File: src/rtl/uart_rx_deserializer.sv
// 8N1 serial receiver: 2-FF synchronizer, bit-centre sampling FSM, 1-entry valid/ready holding register.
// Define UART_PARITY_EN to add an even-parity bit after the data bits (8E1 framing).
module uart_rx_deserializer #(
  parameter int unsigned CLKS_PER_BIT = 16,
  parameter int unsigned DATA_BITS    = 8
) (
  input  logic                 clk,
  input  logic                 rstn,
  input  logic                 rx,
  output logic [DATA_BITS-1:0] data,
  output logic                 valid,
  input  logic                 ready,
  output logic                 frame_err,
  output logic                 overrun,
  output logic                 parity_err
);

  localparam int unsigned TICK_W = $clog2(CLKS_PER_BIT);
  localparam int unsigned BIT_W  = $clog2(DATA_BITS + 1);
  localparam logic [TICK_W-1:0] TICK_LAST = TICK_W'(CLKS_PER_BIT - 1);
  localparam logic [TICK_W-1:0] TICK_HALF = TICK_W'(CLKS_PER_BIT / 2 - 1);
  localparam logic [BIT_W-1:0]  BIT_LAST  = BIT_W'(DATA_BITS - 1);

  typedef enum logic [2:0] {
    S_IDLE   = 3'd0,
    S_START  = 3'd1,
    S_DATA   = 3'd2,
`ifdef UART_PARITY_EN
    S_PARITY = 3'd3,
`endif
    S_STOP   = 3'd4,
    S_BREAK  = 3'd5
  } state_e;

  state_e               state_q, state_d;
  logic                 rx_meta_q, rx_s_q;
  logic [TICK_W-1:0]    tick_q, tick_d;
  logic [BIT_W-1:0]     bit_q, bit_d;
  logic [DATA_BITS-1:0] shift_q, shift_d;
  logic [DATA_BITS-1:0] data_q, data_d;
  logic                 valid_q, valid_d;
  logic                 frame_err_q, frame_err_d;
  logic                 overrun_q, overrun_d;
  logic                 bit_tick_c;
  logic                 deliver_c;
`ifdef UART_PARITY_EN
  logic                 par_bad_q, par_bad_d;
  logic                 parity_err_q, parity_err_d;
`endif

  assign bit_tick_c = (tick_q == TICK_LAST);

  // Synchronizer idles high so a reset never looks like a start edge.
  always_ff @(posedge clk or negedge rstn) begin
    if (!rstn) begin
      rx_meta_q <= 1'b1;
      rx_s_q    <= 1'b1;
    end else begin
      rx_meta_q <= rx;
      rx_s_q    <= rx_meta_q;
    end
  end

  always_ff @(posedge clk or negedge rstn) begin
    if (!rstn) begin
      state_q     <= S_IDLE;
      tick_q      <= '0;
      bit_q       <= '0;
      shift_q     <= '0;
      data_q      <= '0;
      valid_q     <= 1'b0;
      frame_err_q <= 1'b0;
      overrun_q   <= 1'b0;
`ifdef UART_PARITY_EN
      par_bad_q    <= 1'b0;
      parity_err_q <= 1'b0;
`endif
    end else begin
      state_q     <= state_d;
      tick_q      <= tick_d;
      bit_q       <= bit_d;
      shift_q     <= shift_d;
      data_q      <= data_d;
      valid_q     <= valid_d;
      frame_err_q <= frame_err_d;
      overrun_q   <= overrun_d;
`ifdef UART_PARITY_EN
      par_bad_q    <= par_bad_d;
      parity_err_q <= parity_err_d;
`endif
    end
  end

  always_comb begin
    state_d     = state_q;
    tick_d      = bit_tick_c ? '0 : tick_q + TICK_W'(1);
    bit_d       = bit_q;
    shift_d     = shift_q;
    data_d      = data_q;
    valid_d     = valid_q & ~ready;
    frame_err_d = 1'b0;
    overrun_d   = 1'b0;
    deliver_c   = 1'b0;
`ifdef UART_PARITY_EN
    par_bad_d    = par_bad_q;
    parity_err_d = 1'b0;
`endif

    unique case (state_q)
      S_IDLE: begin
        tick_d = '0;
        bit_d  = '0;
`ifdef UART_PARITY_EN
        par_bad_d = 1'b0;
`endif
        if (!rx_s_q) state_d = S_START;
      end
      S_START: begin
        // Half-bit check rejects glitches and re-aligns the counter to bit centres.
        if (tick_q == TICK_HALF) begin
          tick_d  = '0;
          state_d = rx_s_q ? S_IDLE : S_DATA;
        end
      end
      S_DATA: begin
        if (bit_tick_c) begin
          shift_d = {rx_s_q, shift_q[DATA_BITS-1:1]};
          bit_d   = bit_q + BIT_W'(1);
          if (bit_q == BIT_LAST) begin
`ifdef UART_PARITY_EN
            state_d = S_PARITY;
`else
            state_d = S_STOP;
`endif
          end
        end
      end
`ifdef UART_PARITY_EN
      S_PARITY: begin
        if (bit_tick_c) begin
          if ((^shift_q) != rx_s_q) begin
            parity_err_d = 1'b1;
            par_bad_d    = 1'b1;
          end
          state_d = S_STOP;
        end
      end
`endif
      S_STOP: begin
        if (bit_tick_c) begin
          if (rx_s_q) begin
            state_d = S_IDLE;
`ifdef UART_PARITY_EN
            deliver_c = ~par_bad_q;
`else
            deliver_c = 1'b1;
`endif
          end else begin
            frame_err_d = 1'b1;
            state_d     = S_BREAK;
          end
        end
      end
      S_BREAK: begin
        if (rx_s_q) state_d = S_IDLE;
      end
      default: state_d = S_IDLE;
    endcase

    // Holding register accepts a new byte when empty or being drained this cycle.
    if (deliver_c) begin
      if (!valid_q || ready) begin
        data_d  = shift_q;
        valid_d = 1'b1;
      end else begin
        overrun_d = 1'b1;
      end
    end
  end

  assign data      = data_q;
  assign valid     = valid_q;
  assign frame_err = frame_err_q;
  assign overrun   = overrun_q;
`ifdef UART_PARITY_EN
  assign parity_err = parity_err_q;
`else
  assign parity_err = 1'b0;
`endif

endmodule

File: config.mk
export PLATFORM = sky130hd
export DESIGN_NAME = uart_rx_deserializer
export DESIGN_NICKNAME = d
export VERILOG_FILES = /design/src/rtl/uart_rx_deserializer.sv
export SDC_FILE = /design/constraint.sdc
export NUM_CORES = 1
export LEC_CHECK = 0
export CAP_MARGIN = 20
export CORE_UTILIZATION = 35
export DETAILED_ROUTE_END_ITERATION = 10
export DONT_BUFFER_PORTS = 1
export PLACE_DENSITY_LB_ADDON = 0.08
export SYNTH_ARGS = -nofsm -noshare
export SYNTH_HDL_FRONTEND = slang
export SYNTH_SLANG_ARGS = --single-unit
File: constraint.sdc
create_clock -name clk -period 5.1 [get_ports clk]
set_input_delay 1.02 -clock clk [delete_from_list [all_inputs] [get_ports clk]]
set_output_delay 1.02 -clock clk [all_outputs]
set_load 0.01 [all_outputs]
==> parameters.txt <==
Parameter                              Value

Global route
  Number of global-route vias before repair ... 846
  GRT overflow ... 0
  Maximum number of pins on one net before global-route repair ... 33
  Initial antenna violation count ... 0
  GRT Resource Usage Total ... 13.8%
  First-pass GRT wire length ... 4.11 mm

Yosys
  Count of warnings emitted by yosys ... 0
  Post-Synthesis Cell Area ... 1380 µm²
  Cell with the most instances after synthesis ... dfrtp_1
  Most area-hungry cell type in the Yosys netlist ... dfrtp_1
  Number of flops mapped to enable cells by yosys ... 0
  Area fraction of the dominant cell type after synthesis ... 54.5%
  Synthesized area per cell ... 13.4 µm²
  Post-synthesis sequential element count ... 32
  Cell types occupying the most area after synthesis ... dfrtp_1, mux2_2, dfstp_2, ha_1, buf_6
  Part of the Yosys area used for sequential elements ... 58.4%
  Count of different cell masters after synthesis ... 42
  Main flop type after synthesis ... dfrtp_1
  Share of synthesized flip-flops with an asynchronous set or reset ... 100%
  Post-Synthesis Net Count ... 109
  Most used standard cells in the synthesized netlist ... dfrtp_1, mux2_2, nand2_1, nand3_1
  Count of mapped cells out of synthesis ... 103

Route
  Routed vias/inst ... 5.15
  Number of detailed-route iterations in the first pass ... 4
  DRC violations left ... 0
  Drt total wl ... 2.38 mm
  Routed wirelength normalized by instance count ... 15.4 µm
  Via Count ... 798
  Detail Route Antenna Nets ... 0
  DRT iter0 DRCs ... 43

CTS
  CTS tree ... done
  Number of H-tree levels ... 2
  Worst-case clock buffer depth ... 2
  Number of sinks handled by clock tree synthesis ... 32
  Clk slew on worst S/H paths ... 70 ps
  Clock root cell ... clkbuf_8
  Clock latency on the worst-skew pair ... 290 ps
  Number of instances resized during post-cts repair ... 0
  Cts-stage hold buffer count ... 0
  Total clock buffers created by CTS ... 5
  Post-CTS repair timing setup buffer count ... 0

Pwr
  Power density over the cells ... 393 nW/µm²
  Leakage ... 0.715 nW
  Worst vdd ir ... 0.181 mV

Placed design
  Half-perimeter wire length after placement ... 1.56 mm
  Post-placement setup slack ... 3110 ps
  Count of port buffers added during placement ... 0
  Routability congestion estimate ... 0.728

Worst setup path
  Max Fanout on Critical Path ... 8
  Kind of end point of the critical path ... flip-flop
  Reg-to-Reg Start ... tick_q[0]
  Critical Path RT ... 5270 ps
  CP arrival ... 2010 ps
  Worst Path Class, Setup ... flip-flop to flip-flop
  Crit start category ... flip-flop
  Start point of the critical path ... tick_q[0]

STA
  Max Fclk ... 543 MHz
  Setup tns final ... 0 ps
  Share of the cycle needed by the critical path after routing ... 36.1%
  Max-slew violations ... 0
  Minimum clock period ... 1840 ps
  Hold Slack ... 356 ps
  Number of hold violations in the final report ... 0
  Crit path setup slack, layout ... 3260 ps
  Unrepaired setup endpoints after global routing ... false
  Setup Skew ... 6.24 ps
  Setup Viol. Count Final ... 0

Layout
  Fill count ... 375
  Layout area overhead ... 7.73%
  Number of nets in the layout ... 112
  Layout cells sized above 1 ... 28.0%
  Count of inserted antenna diode cells ... 0

Hold path
  Startpoint of the lowest-slack hold path ... rx_meta_q
  Path type of the worst min-delay path ... flip-flop to flip-flop

Floorplanning
  Placement Rows ... 22
  Number of primary I/O pins ... 16
  Die Y ... 64.7 µm
  Die Outline Area ... 4190 µm²
  Width of the chip ... 64.7 µm
  Core area ... 3720 µm²
  Initial standard-cell utilization of the core ... 37.0%

Status
  Outcome ... complete, no violations

Job
  Max Cap Viol ... 0
per-layer routing:
metal / GRT usage [%] / wire length, µm / part of all wire [%] / up-vias
li1: - / - / - / 378
met1: 16.7 / 1070 / 45 / 403
met2: 20.2 / 1140 / 48 / 11
met3: 5.11 / 99 / 4.2 / 6
met4: 9.17 / 70 / 2.9 / 0
met5: 0 / 0 / 0 / -
metrics by stage:
step	cell area [µm²]	instances	power (mW)	utilization (%)
3_3_place_gp	1400	147	0.398	37.7
4_1_cts	1480	155	0.586	39.9
5_1_grt	1480	155	0.618	39.9
3_5_place_dp	1400	147	0.402	37.7
2_1_floorplan	1380	103	0.391	-
6_report	1480	155	0.582	39.9
sequential cells by signal (all words and copies together) (netlist names):
register	cells
rx_s_q	1
valid	1
rx_meta_q	1
tick_q	4
data	8
state_q	3
bit_q	4
overrun	1
frame_err	1
shift_q	8
where the power goes:
group	switching [mW]	leakage, nW	internal [mW]
clock	0.0889	0.0422	0.0955
sequential	0.0320	0.429	0.276
combinational	0.0427	0.243	0.0466
kinds of logic after synthesis:
| logic type | Yosys count | synth area share, % |
|---|---|---|
| flip-flops | 32 | 58.4 |
| other | 1 | 0.272 |
| AO/OA/AOI/OAI | 16 | 8.36 |
| XOR/XNOR | 1 | 0.636 |
| multiplexers | 18 | 14.5 |
| buffers and inverters | 5 | 2.82 |
| adder cells (fa/ha/maj) | 2 | 1.82 |
| AND/OR/NAND/NOR | 28 | 13.2 |
cell type report:
cell class / count / area (µm²) / area share, %
tap: 48 / 60.1 / 4.05
sequential: 32 / 803 / 54.2
clock inverter: 1 / 5.00 / 0.338
clock buffer: 7 / 76.3 / 5.15
multi-input combinational: 66 / 534 / 36.0
inverter: 1 / 3.75 / 0.253
critical path, cell delays in order (launching register included):
cell     delay, ps
dfrtp_1        400
ha_1           290
and3_1         360
nand4_2        310
mux2_2         370
cell usage in the layout, fill, tap and decap left out, drive strengths merged, types with 4 or more instances in the layout:
cell type   n
clkbuf      7
nand3       4
dfrtp      30
mux2       16
nand2       4
worst paths after layout:
check,cells past startpoint,to,slack [ps]
max in group asynchronous,0,rx_s_q,4500
worst min register to register,0,rx_s_q,360
min in group asynchronous,0,tick_q[1],420
worst max register to register,4,data[5],3260
worst max-delay path,4,data[5],3260
worst min-delay path,0,rx_s_q,360
Power figures use the tool's default switching activity.
